**src/rtl/r4mdc_out_reorder.sv**
```systemverilog
// Output reordering buffer for the radix-4 MDC FFT.
// Two ping-pong banks of N complex words: the last butterfly's four lanes are
// written into one bank (optionally at digit-reversed addresses) while the
// other bank is read out in natural address order, one sample per cycle.
module r4mdc_out_reorder #(
    parameter int WL = 16,
    parameter int N  = 16
) (
    input  logic          clk,
    input  logic          rst_n,
    input  logic          in_valid,
    output logic          in_ready,
    input  logic [WL-1:0] in1_r,
    input  logic [WL-1:0] in1_i,
    input  logic [WL-1:0] in2_r,
    input  logic [WL-1:0] in2_i,
    input  logic [WL-1:0] in3_r,
    input  logic [WL-1:0] in3_i,
    input  logic [WL-1:0] in4_r,
    input  logic [WL-1:0] in4_i,
    input  logic          digit_rev_en,
    output logic          out_valid,
    input  logic          out_ready,
    output logic [WL-1:0] out_r,
    output logic [WL-1:0] out_i,
    output logic          out_first,
    output logic          out_last
);
    localparam int LOG4N = $clog2(N) / 2;
    localparam int BEATS = N / 4;
    localparam int AW    = 2 * LOG4N;
    localparam int BW    = AW - 2;
    localparam int DW    = 2 * WL;
    localparam logic [AW-1:0] LAST_ADDR = AW'(N - 1);
    localparam logic [BW-1:0] LAST_BEAT = BW'(BEATS - 1);

    // Bank b occupies words b*N .. b*N+N-1; word = {real, imag}.
    logic [DW-1:0] r_mem [0:2*N-1];

    logic [1:0]    r_full;
    logic          r_wr_bank;
    logic          r_rd_bank;
    logic          r_fetch_bank;
    logic [BW-1:0] r_beat;
    logic [AW-1:0] r_fetch_addr;
    logic          r_mode_lat;
    logic          r_commit;
    logic          r_commit_bank;
    logic          r_out_valid;
    logic [WL-1:0] r_out_r;
    logic [WL-1:0] r_out_i;
    logic          r_out_first;
    logic          r_out_last;

    logic          w_accept;
    logic          w_mode;
    logic          w_fetch;
    logic          w_xfer_last;
    logic [DW-1:0] w_rd_word;
    logic [DW-1:0] w_lane  [4];
    logic [AW-1:0] w_waddr [4];

    // Reverse the LOG4N base-4 digits of a position.
    function automatic logic [AW-1:0] digitrev4(input logic [AW-1:0] p);
        logic [AW-1:0] r;
        r = '0;
        for (int d = 0; d < LOG4N; d++) begin
            r[2*d +: 2] = p[2*(LOG4N-1-d) +: 2];
        end
        return r;
    endfunction

    assign w_lane[0] = {in1_r, in1_i};
    assign w_lane[1] = {in2_r, in2_i};
    assign w_lane[2] = {in3_r, in3_i};
    assign w_lane[3] = {in4_r, in4_i};

    assign in_ready    = ~r_full[r_wr_bank];
    assign w_accept    = in_valid & in_ready;
    // Beat 0 uses the live mode input; later beats use the value latched on beat 0.
    assign w_mode      = (r_beat == '0) ? digit_rev_en : r_mode_lat;
    assign w_fetch     = r_full[r_fetch_bank] & (~r_out_valid | out_ready);
    assign w_xfer_last = r_out_valid & out_ready & r_out_last;
    assign w_rd_word   = r_mem[{r_fetch_bank, r_fetch_addr}];

    assign out_valid = r_out_valid;
    assign out_r     = r_out_r;
    assign out_i     = r_out_i;
    assign out_first = r_out_first;
    assign out_last  = r_out_last;

    // Write address for each lane of the current beat: position p = 4*beat + lane.
    always_comb begin
        for (int l = 0; l < 4; l++) begin
            w_waddr[l] = w_mode ? digitrev4({r_beat, 2'(l)}) : {r_beat, 2'(l)};
        end
    end

    // Bank storage: all four lanes of an accepted beat land in the write bank.
    always_ff @(posedge clk) begin
        if (w_accept) begin
            for (int l = 0; l < 4; l++) begin
                r_mem[{r_wr_bank, w_waddr[l]}] <= w_lane[l];
            end
        end
    end

    // Write-side sequencing and bank full flags; a completed bank is marked
    // full one edge after its final beat is written.
    always_ff @(posedge clk or negedge rst_n) begin
        if (!rst_n) begin
            r_full        <= 2'b00;
            r_wr_bank     <= 1'b0;
            r_rd_bank     <= 1'b0;
            r_beat        <= '0;
            r_mode_lat    <= 1'b0;
            r_commit      <= 1'b0;
            r_commit_bank <= 1'b0;
        end else begin
            r_commit <= 1'b0;
            if (w_accept) begin
                if (r_beat == '0) begin
                    r_mode_lat <= digit_rev_en;
                end
                if (r_beat == LAST_BEAT) begin
                    r_beat        <= '0;
                    r_wr_bank     <= ~r_wr_bank;
                    r_commit      <= 1'b1;
                    r_commit_bank <= r_wr_bank;
                end else begin
                    r_beat <= r_beat + BW'(1);
                end
            end
            // The committing bank is never the one being drained, so both may act at once.
            if (r_commit) begin
                r_full[r_commit_bank] <= 1'b1;
            end
            if (w_xfer_last) begin
                r_full[r_rd_bank] <= 1'b0;
                r_rd_bank         <= ~r_rd_bank;
            end
        end
    end

    // Read side: fetch addresses 0..N-1 into the registered output stage,
    // holding the stage while downstream stalls.
    always_ff @(posedge clk or negedge rst_n) begin
        if (!rst_n) begin
            r_fetch_bank <= 1'b0;
            r_fetch_addr <= '0;
            r_out_valid  <= 1'b0;
            r_out_r      <= '0;
            r_out_i      <= '0;
            r_out_first  <= 1'b0;
            r_out_last   <= 1'b0;
        end else if (w_fetch) begin
            r_out_valid <= 1'b1;
            r_out_r     <= w_rd_word[DW-1:WL];
            r_out_i     <= w_rd_word[WL-1:0];
            r_out_first <= (r_fetch_addr == '0);
            r_out_last  <= (r_fetch_addr == LAST_ADDR);
            if (r_fetch_addr == LAST_ADDR) begin
                r_fetch_addr <= '0;
                r_fetch_bank <= ~r_fetch_bank;
            end else begin
                r_fetch_addr <= r_fetch_addr + AW'(1);
            end
        end else if (out_ready) begin
            r_out_valid <= 1'b0;
        end
    end

endmodule

```
**config.mk**
```make
export PLATFORM = sky130hd
export DESIGN_NAME = r4mdc_out_reorder
export DESIGN_NICKNAME = d
export VERILOG_FILES = /design/src/rtl/r4mdc_out_reorder.sv
export SDC_FILE = /design/constraint.sdc
export NUM_CORES = 2
export LEC_CHECK = 0
export CORE_AREA = 2 2 376 378
export DETAILED_ROUTE_END_ITERATION = 7
export DIE_AREA = 0 0 378 380
export PLACE_DENSITY = 0.55
export REMOVE_ABC_BUFFERS = 1
export SYNTH_ARGS = -nofsm -noshare
export SYNTH_HDL_FRONTEND = slang
export SYNTH_SLANG_ARGS = --single-unit
```
**constraint.sdc**
```tcl
create_clock -name clk -period 7.6 [get_ports clk]
set_input_delay 2.28 -clock clk [delete_from_list [all_inputs] [get_ports clk]]
set_output_delay 2.28 -clock clk [all_outputs]
set_load 0.02 [all_outputs]
```
==> summary.txt <==
Floorplan
  – Io pins: between 150 and 200
  – Initial core utilization: 39.79%
  – Die width: around 380 um
  – Core footprint: 139200 um^2
  – Die height: 380 um
  – Die area: roughly 140000 um^2
  – Row cnt: about 140

Worst setup path
  – R2R depth: 9
  – Critical Path AT: between 5 and 6 ns
  – Critical path class: in -> reg
  – Cell Chain, Critical Path: clkdlybuf4s50_1 -> and2b_1 -> nand2_2 -> clkinv_2 -> buf_4 -> nand2_1 -> nand2_2 -> buf_4
  – Max Fanout on Critical Path: 65
  – Worst r2r src: r_beat[0]
  – Reg-to-reg slack, setup: ~3.8 ns
  – WP data required: approximately 8 ns
  – CP Capture Type: flip-flop
  – Worst setup SP type: input pin
  – Slowest stage delay, CP: 0.79 ns
  – Reg2reg end: r_mem[27][22]
  – Slowest-stage cell, CP: buf_4

Cells and area
  – Final Instance Area: about 62000 um^2
  – Final non-filler cell total: 6591
  – Share of layout cells above drive strength 1: approximately 14%
  – Post-layout util: 44.39%
  – Final Net Count: 4754
  – Ant. Diodes: 0
  – Layout area overhead: 11.56%

Timing
  – Slew HR: between 10% and 20%
  – Clock Skew: between 0.02 and 0.03 ns
  – Actual slew at the worst max-slew pin: 1.226 ns
  – Fin crit period: 5.086 ns
  – RSZ-0062 raised after global routing: false
  – Slew Viols, Final: 0
  – Worst setup margin: around 2.5 ns
  – Hold_ws: 0.4854 ns
  – Max Freq: 196.6 MHz
  – Setup TNS: 0 ns
  – Final setup fails: 0
  – Final clock period utilization by the worst path: between 60% and 70%
  – Final hold vios: 0

Min path
  – Hold/Removal Path Class: reg -> reg
  – WHS Path Cells: 2
  – Hold path startpoint: out_first
  – Min-Delay Endpoint: out_first

Placed design
  – Placed cell count: 6374
  – DPL Wire Length: roughly 100 mm
  – Placed inst area: 58110 um^2
  – Gpl congestion: 0.8022
  – Port Buffer Count: 168
  – Setup WS pre-CTS: 1.826 ns

GRT
  – First-pass GRT wire length: 261.6 mm
  – GRT Util Overall: 24.92%
  – Largest net degree at the start of global routing: 97
  – Vias in the first global route: between 30000 and 40000
  – GRT Residual Overflow: 0
  – Initial antenna violation count: 1

Run status
  – Status: finished, final reports clean

Power
  – Worst vdd ir: ~360 uV
  – Static Leak: 21.13 nW
  – PD cells: between 300 and 400 nW/um^2
  – Power Total: 18.73 mW

Detailed routing
  – Via density: about 5.7
  – Detail Route Antenna Nets: 0
  – DRT iter0 DRCs: 3979
  – DRT Wirelength: 180.6 mm
  – Drt wl/cell: 27.40 um
  – Drc violations: 0
  – DR pass1 iterations: 6
  – Total number of vias: 37676

Clock network
  – Clk sink count: 1073
  – Post-CTS Setup Inserts: 0
  – Clock Path Buffers: 3
  – CTS root buf: clkbuf_16
  – # resized after CTS: 0
  – Clk_lat worst skew: 0.75 ns
  – Post-CTS Hold Fix Bufs: 0
  – Clock transition at the registers of the reported paths: 0.06 ns
  – CTS Buf Count: 117
  – CTS tree: done
  – H-tree level count: 3

Synthesis
  – Synth area leaders: edfxtp_1 (56%), nand2_1 (8.6%), mux2i_1 (7.9%)
  – Netlist cell types: 52
  – Seq cells post-synth: 1073
  – Seq/Total Area, Yosys: 57.73%
  – FFs w/ async S/R, synth: under 10%
  – Post-synth EDFFs: slightly above 1000
  – Area leader, netlist: edfxtp_1
  – Gate Count Post-Synth: 4792
  – Dominant synthesized flop cell: edfxtp_1
  – Synth Cell Area: ~55000 um^2
  – Count leader, synth: nand2_1
  – Post-synth top cells: nand2_1 (1265), edfxtp_1 (1024), mux2i_1 (438)
  – Top cell type's share of synthesized area: between 50% and 60%
  – Yosys warning count: 0
  – Mapped Avg Cell Area: between 10 and 15 um^2

Run
  – Max-Cap Viols: 0
-- power by group --
part           switching (mW)  internal, mW
clock                    2.42          3.20
combinational            3.43          2.25
sequential              0.404          7.02
total                    6.25          12.5
-- kinds of logic (layout without fill, tap and decap cells) --
logic type                 after synthesis  count (layout)  share of synthesized area [%]
adders and majority gates                4               4                        0.09037
muxes                                  768             768                          18.00
DFF                                   1073            1073                          57.73
xor gates and xnor gates                 5               5                        0.07906
and+or+nand+nor                       1575            1575                          11.24
buffers and inverters                  559             482                          4.331
AOI/OAI and AO/OA                      808             808                          8.519
-- metal layers --
layer  share of wire (%)  wire, um  GRT usage (%)  vias up
met5              0.0066        12              0        -
met4                 2.4      4287          6.935        2
met3                 7.1     12910          3.508      217
met2                  47     84810          40.01     1536
met1                  44     78570          35.30    18965
li1                    -         -              -    16956
-- placed cells by master, fill, tap and decap left out, drive strengths merged, types with 2 or more instances in the layout --
master,n
and2,5
nor4b,2
ha,4
and3,3
a21oi,356
clkdlybuf4s50,167
inv,16
dfrtp,49
nor3,12
o21ai,203
buf,88
nor2b,69
nand2b,4
o211ai,26
o21a,26
a21o,2
clkbuf,171
clkinvlp,2
edfxtp,1024
a221oi,32
mux2i,439
mux4,166
nand3,4
a22oi,90
clkinv,30
xnor2,5
bufinv,8
mux2,163
nand2,1267
a31oi,32
o31a,6
nor2,202
a22o,32
-- area by class of cell --
cell class / count / area (um^2)
clock inverters: 46 / 450.4
well taps: 1876 / 2347
flip-flops and latches: 1073 / 31990
repair buffers: 255 / 2395
fillers: 12762 / 77400
multi-input cells: 3160 / 21340
inverters: 10 / 38.79
clock buffers: 171 / 3231
-- critical path, delay by kind of cell --
family,cells,cell delay [ns]
AND/OR/NAND/NOR,4,1.10
buffers and inverters,4,2.03
-- how the worst max path moves through the flow --
stage | from | endpoint | cells past startpoint
detailed placement | in_valid | r_mem[13][2] | 8
CTS | in_valid | r_mem[13][17] | 8
global route | in_valid | r_mem[13][2] | 8
finish | in_valid | r_mem[13][2] | 8
global placement | in_valid | r_mem[13][2] | 8
floorplan | r_fetch_addr[1] | out_i[1] | 4
-- flip-flops by register name, summed over array words and instances, names as in the netlist --
register       flops
r_commit           1
r_mem           1024
r_beat             2
r_mode_lat         1
out_r             16
out_i             16
r_fetch_bank       1
out_valid          1
r_rd_bank          1
out_last           1
r_full             2
r_commit_bank      1
out_first          1
r_fetch_addr       4
r_wr_bank          1
Power figures use the tool's default switching activity.
